<file path="src/rtl/mul_pkg.sv">
// rtl/mul_pkg.sv - shared widths, iteration count and FSM state type for mul32_shift_add
package mul_pkg;
  localparam int WIDTH = 32;
  localparam int ITER  = 32;
  localparam int CNT_W = $clog2(ITER);
  localparam logic [CNT_W-1:0] CNT_LAST = CNT_W'(ITER - 1);

  typedef enum logic [1:0] {
    IDLE,
    RUN,
    DONE
  } mul_state_t;
endpackage

</file>
<file path="src/rtl/fulladder32.sv">
// rtl/fulladder32.sv - 32-bit combinational adder stage with carry in/out
module fulladder32 (
  input  logic [31:0] A,
  input  logic [31:0] B,
  input  logic        Pin,
  output logic [31:0] S,
  output logic        Pout
);

  assign {Pout, S} = {1'b0, A} + {1'b0, B} + {32'b0, Pin};

endmodule

</file>
<file path="src/rtl/mul32_shift_add.sv">
// rtl/mul32_shift_add.sv - sequential 32x32 unsigned shift-and-add multiplier, one iteration per clock
module mul32_shift_add #(
  parameter int WIDTH = mul_pkg::WIDTH
) (
  input  logic                 clk,
  input  logic                 rst_n,
  input  logic                 start,
  input  logic [WIDTH-1:0]     A,
  input  logic [WIDTH-1:0]     B,
  output logic                 busy,
  output logic                 done,
  output logic [2*WIDTH-1:0]   P
);
  import mul_pkg::*;

  mul_state_t           state_q;
  logic [WIDTH-1:0]     mcand_q;
  logic [WIDTH-1:0]     acc_hi_q;
  logic [WIDTH-1:0]     acc_lo_q;
  logic [CNT_W-1:0]     cnt_q;
  logic                 busy_q;
  logic                 done_q;
  logic [2*WIDTH-1:0]   p_q;

  logic [WIDTH-1:0]     add_b;
  logic [WIDTH-1:0]     sum;
  logic                 c;
  logic [WIDTH-1:0]     acc_hi_d;
  logic [WIDTH-1:0]     acc_lo_d;

  assign add_b = acc_lo_q[0] ? mcand_q : '0;

  fulladder32 u_add (
    .A    (acc_hi_q),
    .B    (add_b),
    .Pin  (1'b0),
    .S    (sum),
    .Pout (c)
  );

  // The adder carry becomes the new MSB, so the 65-bit partial sum never loses a bit.
  assign acc_hi_d = {c, sum[WIDTH-1:1]};
  assign acc_lo_d = {sum[0], acc_lo_q[WIDTH-1:1]};

  always_ff @(posedge clk or negedge rst_n) begin
    if (!rst_n) begin
      state_q  <= IDLE;
      mcand_q  <= '0;
      acc_hi_q <= '0;
      acc_lo_q <= '0;
      cnt_q    <= '0;
      busy_q   <= 1'b0;
      done_q   <= 1'b0;
      p_q      <= '0;
    end else begin
      done_q <= 1'b0;
      case (state_q)
        IDLE, DONE: begin
          if (start) begin
            mcand_q  <= A;
            acc_hi_q <= '0;
            acc_lo_q <= B;
            cnt_q    <= '0;
            busy_q   <= 1'b1;
            state_q  <= RUN;
          end else begin
            state_q  <= IDLE;
          end
        end
        RUN: begin
          acc_hi_q <= acc_hi_d;
          acc_lo_q <= acc_lo_d;
          cnt_q    <= cnt_q + CNT_W'(1);
          if (cnt_q == CNT_LAST) begin
            p_q     <= {acc_hi_d, acc_lo_d};
            busy_q  <= 1'b0;
            done_q  <= 1'b1;
            state_q <= DONE;
          end
        end
        default: begin
          busy_q  <= 1'b0;
          state_q <= IDLE;
        end
      endcase
    end
  end

  assign busy = busy_q;
  assign done = done_q;
  assign P    = p_q;

endmodule

</file>
<file path="config.mk">
export PLATFORM = sky130hd
export DESIGN_NAME = mul32_shift_add
export DESIGN_NICKNAME = d
export VERILOG_FILES = /design/src/rtl/mul_pkg.sv /design/src/rtl/fulladder32.sv /design/src/rtl/mul32_shift_add.sv
export SDC_FILE = /design/constraint.sdc
export NUM_CORES = 1
export LEC_CHECK = 0
export CAP_MARGIN = 20
export CORE_ASPECT_RATIO = 1.5
export CORE_MARGIN = 1.5
export CORE_UTILIZATION = 45
export DETAILED_ROUTE_END_ITERATION = 12
export HOLD_SLACK_MARGIN = 0.08
export PLACE_DENSITY_LB_ADDON = 0.08
export SETUP_SLACK_MARGIN = 0.02
export SLEW_MARGIN = 10
export SYNTH_ARGS = -nofsm -noshare
export SYNTH_HDL_FRONTEND = slang
export SYNTH_HIERARCHICAL = 1
export SYNTH_SLANG_ARGS = --single-unit
</file>
<file path="constraint.sdc">
create_clock -name clk -period 5.2 [get_ports clk]
set_clock_uncertainty 0.15 [all_clocks]
set_input_delay 0.78 -clock clk [delete_from_list [all_inputs] [get_ports clk]]
set_output_delay 0.78 -clock clk [all_outputs]
set_load 0.05 [all_outputs]
</file>
==> metrics.md <==
| Metric | Value |
|---|---|
| Status | finished, final reports clean |
| CTS H-tree lvls | 4 |
| Top cell type's share of synthesized area | 0.484 |
| Die Span Y | between 150 and 200 um |
| Die area | approximately 20000 um2 |
| Total number of vias | 6589 |
| Cell mode on critical path | fa_1 |
| Synth top area cells | dfrtp_1 48%, mux2_4 8.4%, nand2_1 6.6% |
| Dpl hpwl | 14500 um |
| Crit path DAT | 3.87 ns |
| Yosys warnings | 6 |
| Max-Cap Viols | 0 |
| Pin count of the biggest net entering global routing | 82 |
| Average size of a mapped cell | 10.7 um2 |
| Critical Path End Type | flip-flop |
| FMAX | around 0.27 GHz |
| Crit path required time | 5.37 ns |
| Yosys top cell by area | dfrtp_1 |
| Initial antenna violation count | 0 |
| Drt wl/cell | between 15 and 20 um |
| RR Startpoint | acc_lo_q[0]$_DFFE_PN0P_ |
| Mapped Nets | approximately 920 |
| Number of antenna diodes | 0 |
| Starting DRC count in detailed routing | 208 |
| Post-CTS Setup Bufs | 0 |
| Post-cts resize count | 0 |
| Ys flop type | dfrtp_1 |
| RSZ-0062 raised after global routing | false |
| Crit-path max FO | 12 |
| Global placement routability congestion | ~0.86 |
| First-pass GRT wire length | 35100 um |
| Crit path largest cell delay | between 0.4 and 0.5 ns |
| Hold Crit Class | input pin to asynchronous set/reset pin |
| Buf/Inv on CP | 0 |
| Worst-case clock buffer depth | 2 |
| Pwr dens | 729 nW/um2 |
| Top Ports | roughly 130 |
| I/O Buffers | 132 |
| Slew headroom | 0.382 |
| Vias/cell | 5.50 |
| Netlist cell types | 61 |
| Fin Setup TNS | 0 ns |
| R2r endpoint | P[51]$_DFFE_PN0P_ |
| R2R setup slack | 1.49 ns |
| Clk sink count | 169 |
| CP Cell Sequence | and2_1 > fa_1 > fa_1 > a21oi_1 > o32ai_1 > o211ai_2 > a2111oi_2 > o21bai_1 > nor4bb_1 > nor3b_1 > mux2_4 |
| Hold buffers post-CTS | 0 |
| Final setup vio count | 0 |
| Total CTS buffers | 17 |
| CP Class | flip-flop to flip-flop |
| Max-slew violation count | 0 |
| Most frequent cells in the layout | 169 x dfrtp_1, 154 x nand2_1, 131 x clkdlybuf4s50_1 |
| Total Routing Usage GR | 0.220 |
| Post-layout util | 0.568 |
| Final net count | 1031 |
| CP top delay family | compound AO/OA/AOI/OAI gates |
| Floorplan row count | a little over 60 |
| Starting density of the core | 0.458 |
| Count of final hold-check violations | 0 |
| Remaining antenna violation count | 0 |
| Post-synth EDFFs | 0 |
| Syn Inst Count | between 800 and 900 |
| Drt total wl | 21100 um |
| Min Clock Period, post-route | 3.71 ns |
| Synthesis-to-finish area growth | 24.1% |
| Worst r2r path cells | 11 |
| Final worst path period share | 0.713 |
| Post-synthesis sequential area ratio | 0.484 |
| Yosys reg bits | around 170 |
| Netlist Area Pre-Place | 8740 um2 |
| VDD IR max | 0.349 mV |
| Startpoint types | flip-flop |
| Worst Max-Slew Pin Slew | 0.925 ns |
| Slowest CP cell | dfrtp_1 |
| TritonCTS clock tree | done |
| Clock transition at path regs | 0.08 ns |
| Post-synthesis async set-or-reset flop share | 1.00 |
| Vias in the first global route | 7013 |
| Clock Root Buffer | clkbuf_16 |
| Most common cell after layout, fill and taps aside | dfrtp_1 |
| TritonRoute pass-1 iters | 5 |
| Die W | 117 um |
| Clk_lat worst skew | 0.44 ns |
| Gr ovfl total | 0 |
| Lkg Pwr | 5.22 nW |
| DRC viols | 0 |
| Fill cells | 1720 |
| Share of cells above drive strength 1 | 0.130 |
| Core area | 19100 um2 |
==> report_power, final <==
part           total, mW  leakage (nW)  switching, mW  internal, mW
Sequential          2.36          2.08          0.410          1.95
Clock               1.35         0.309          0.607         0.739
Combinational       4.20          2.83           2.48          1.72
==> through the flow <==
step / area, um2 / power [mW] / setup WS [ns] / hold slack (ns) / std cells
2_1_floorplan: 8740 / 5.40 / 1.97 / 0.287 / 814
3_3_place_gp: 10200 / 6.50 / 1.63 / 0.302 / 1166
3_5_place_dp: 10200 / 6.58 / 1.53 / 0.308 / 1166
4_1_cts: 10800 / 7.96 / 1.50 / 0.252 / 1198
5_1_grt: 10800 / 8.41 / 1.31 / 0.286 / 1198
6_report: 10800 / 7.90 / 1.49 / 0.228 / 1198
==> cells in the mapped netlist (2+ instances only) <==
library cell / number
buf_2: 13
buf_4: 2
inv_1: 8
o21ai_1: 8
a22o_1: 34
xor2_1: 15
nand2_2: 2
a211o_1: 3
a21boi_1: 2
o211ai_1: 4
o21a_1: 4
xnor2_1: 10
o21bai_1: 5
nand3_1: 38
buf_1: 7
nand4_1: 9
clkbuf_1: 13
nor3_1: 7
nand2_1: 154
ha_1: 33
dfrtp_1: 169
o31ai_1: 3
or3_1: 4
mux2i_1: 3
or2b_1: 2
a211oi_1: 6
mux2_2: 16
and3_1: 5
a22oi_1: 33
a21o_1: 12
fa_1: 2
o21ai_0: 15
buf_6: 9
and2_1: 33
a21oi_1: 34
nor2_1: 22
mux2_4: 49
nor2b_1: 3
==> routing by layer <==
layer  track usage  part of all wire
met1         0.257              0.40
met2         0.391              0.53
met3        0.0413             0.042
met4        0.0838             0.024
met5             0                 0
==> cells by family (layout without fill, tap and decap cells) <==
family,after synthesis,count (layout),synth area share
buf+inv,53,181,0.0332
mux,68,68,0.108
compound gates,174,174,0.144
flops,169,169,0.484
simple gates,289,289,0.153
fa+ha+maj,35,35,0.0518
xor+xnor,25,25,0.0251
other cells,1,1,0.000429
==> how the worst max path moves through the flow <==
stage	from	end	slack [ns]	cells after the start
2_1_floorplan	acc_lo_q[0]$_DFFE_PN0P_	P[59]$_DFFE_PN0P_	1.97	11
5_1_grt	acc_lo_q[0]$_DFFE_PN0P_	P[51]$_DFFE_PN0P_	1.31	11
6_report	acc_lo_q[0]$_DFFE_PN0P_	P[51]$_DFFE_PN0P_	1.49	11
3_5_place_dp	acc_lo_q[0]$_DFFE_PN0P_	P[59]$_DFFE_PN0P_	1.53	11
3_3_place_gp	acc_lo_q[0]$_DFFE_PN0P_	P[51]$_DFFE_PN0P_	1.63	11
4_1_cts	acc_lo_q[0]$_DFFE_PN0P_	P[51]$_DFFE_PN0P_	1.50	11
==> state kept, by name (all words and copies together), names as in the netlist <==
| register | flops |
|---|---|
| P | 64 |
| acc_hi_q | 32 |
| acc_lo_q | 32 |
| mcand_q | 32 |
| cnt_q | 5 |
| state_q | 2 |
| busy | 1 |
| done | 1 |
==> worst reg2reg max path, cell delays in order (launching register included) <==
cell and delay (ns):
dfrtp_1 0.49, and2_1 0.21, fa_1 0.45, fa_1 0.43, a21oi_1 0.23, o32ai_1 0.15, o211ai_2 0.34, a2111oi_2 0.15
o21bai_1 0.32, nor4bb_1 0.26, nor3b_1 0.13, mux2_4 0.28
==> layout make-up <==
class | count | area [um2] | share of cell area
clock buffers | 17 | 425 | 0.0393
clock inverters | 15 | 203 | 0.0187
inverters | 9 | 33.8 | 0.00312
multi-input cells | 592 | 4240 | 0.392
flip-flops and latches | 169 | 4230 | 0.390
well taps | 256 | 320 | 0.0296
repair buffers | 140 | 1380 | 0.128
Note: power is estimated with default switching activity, not from simulation.
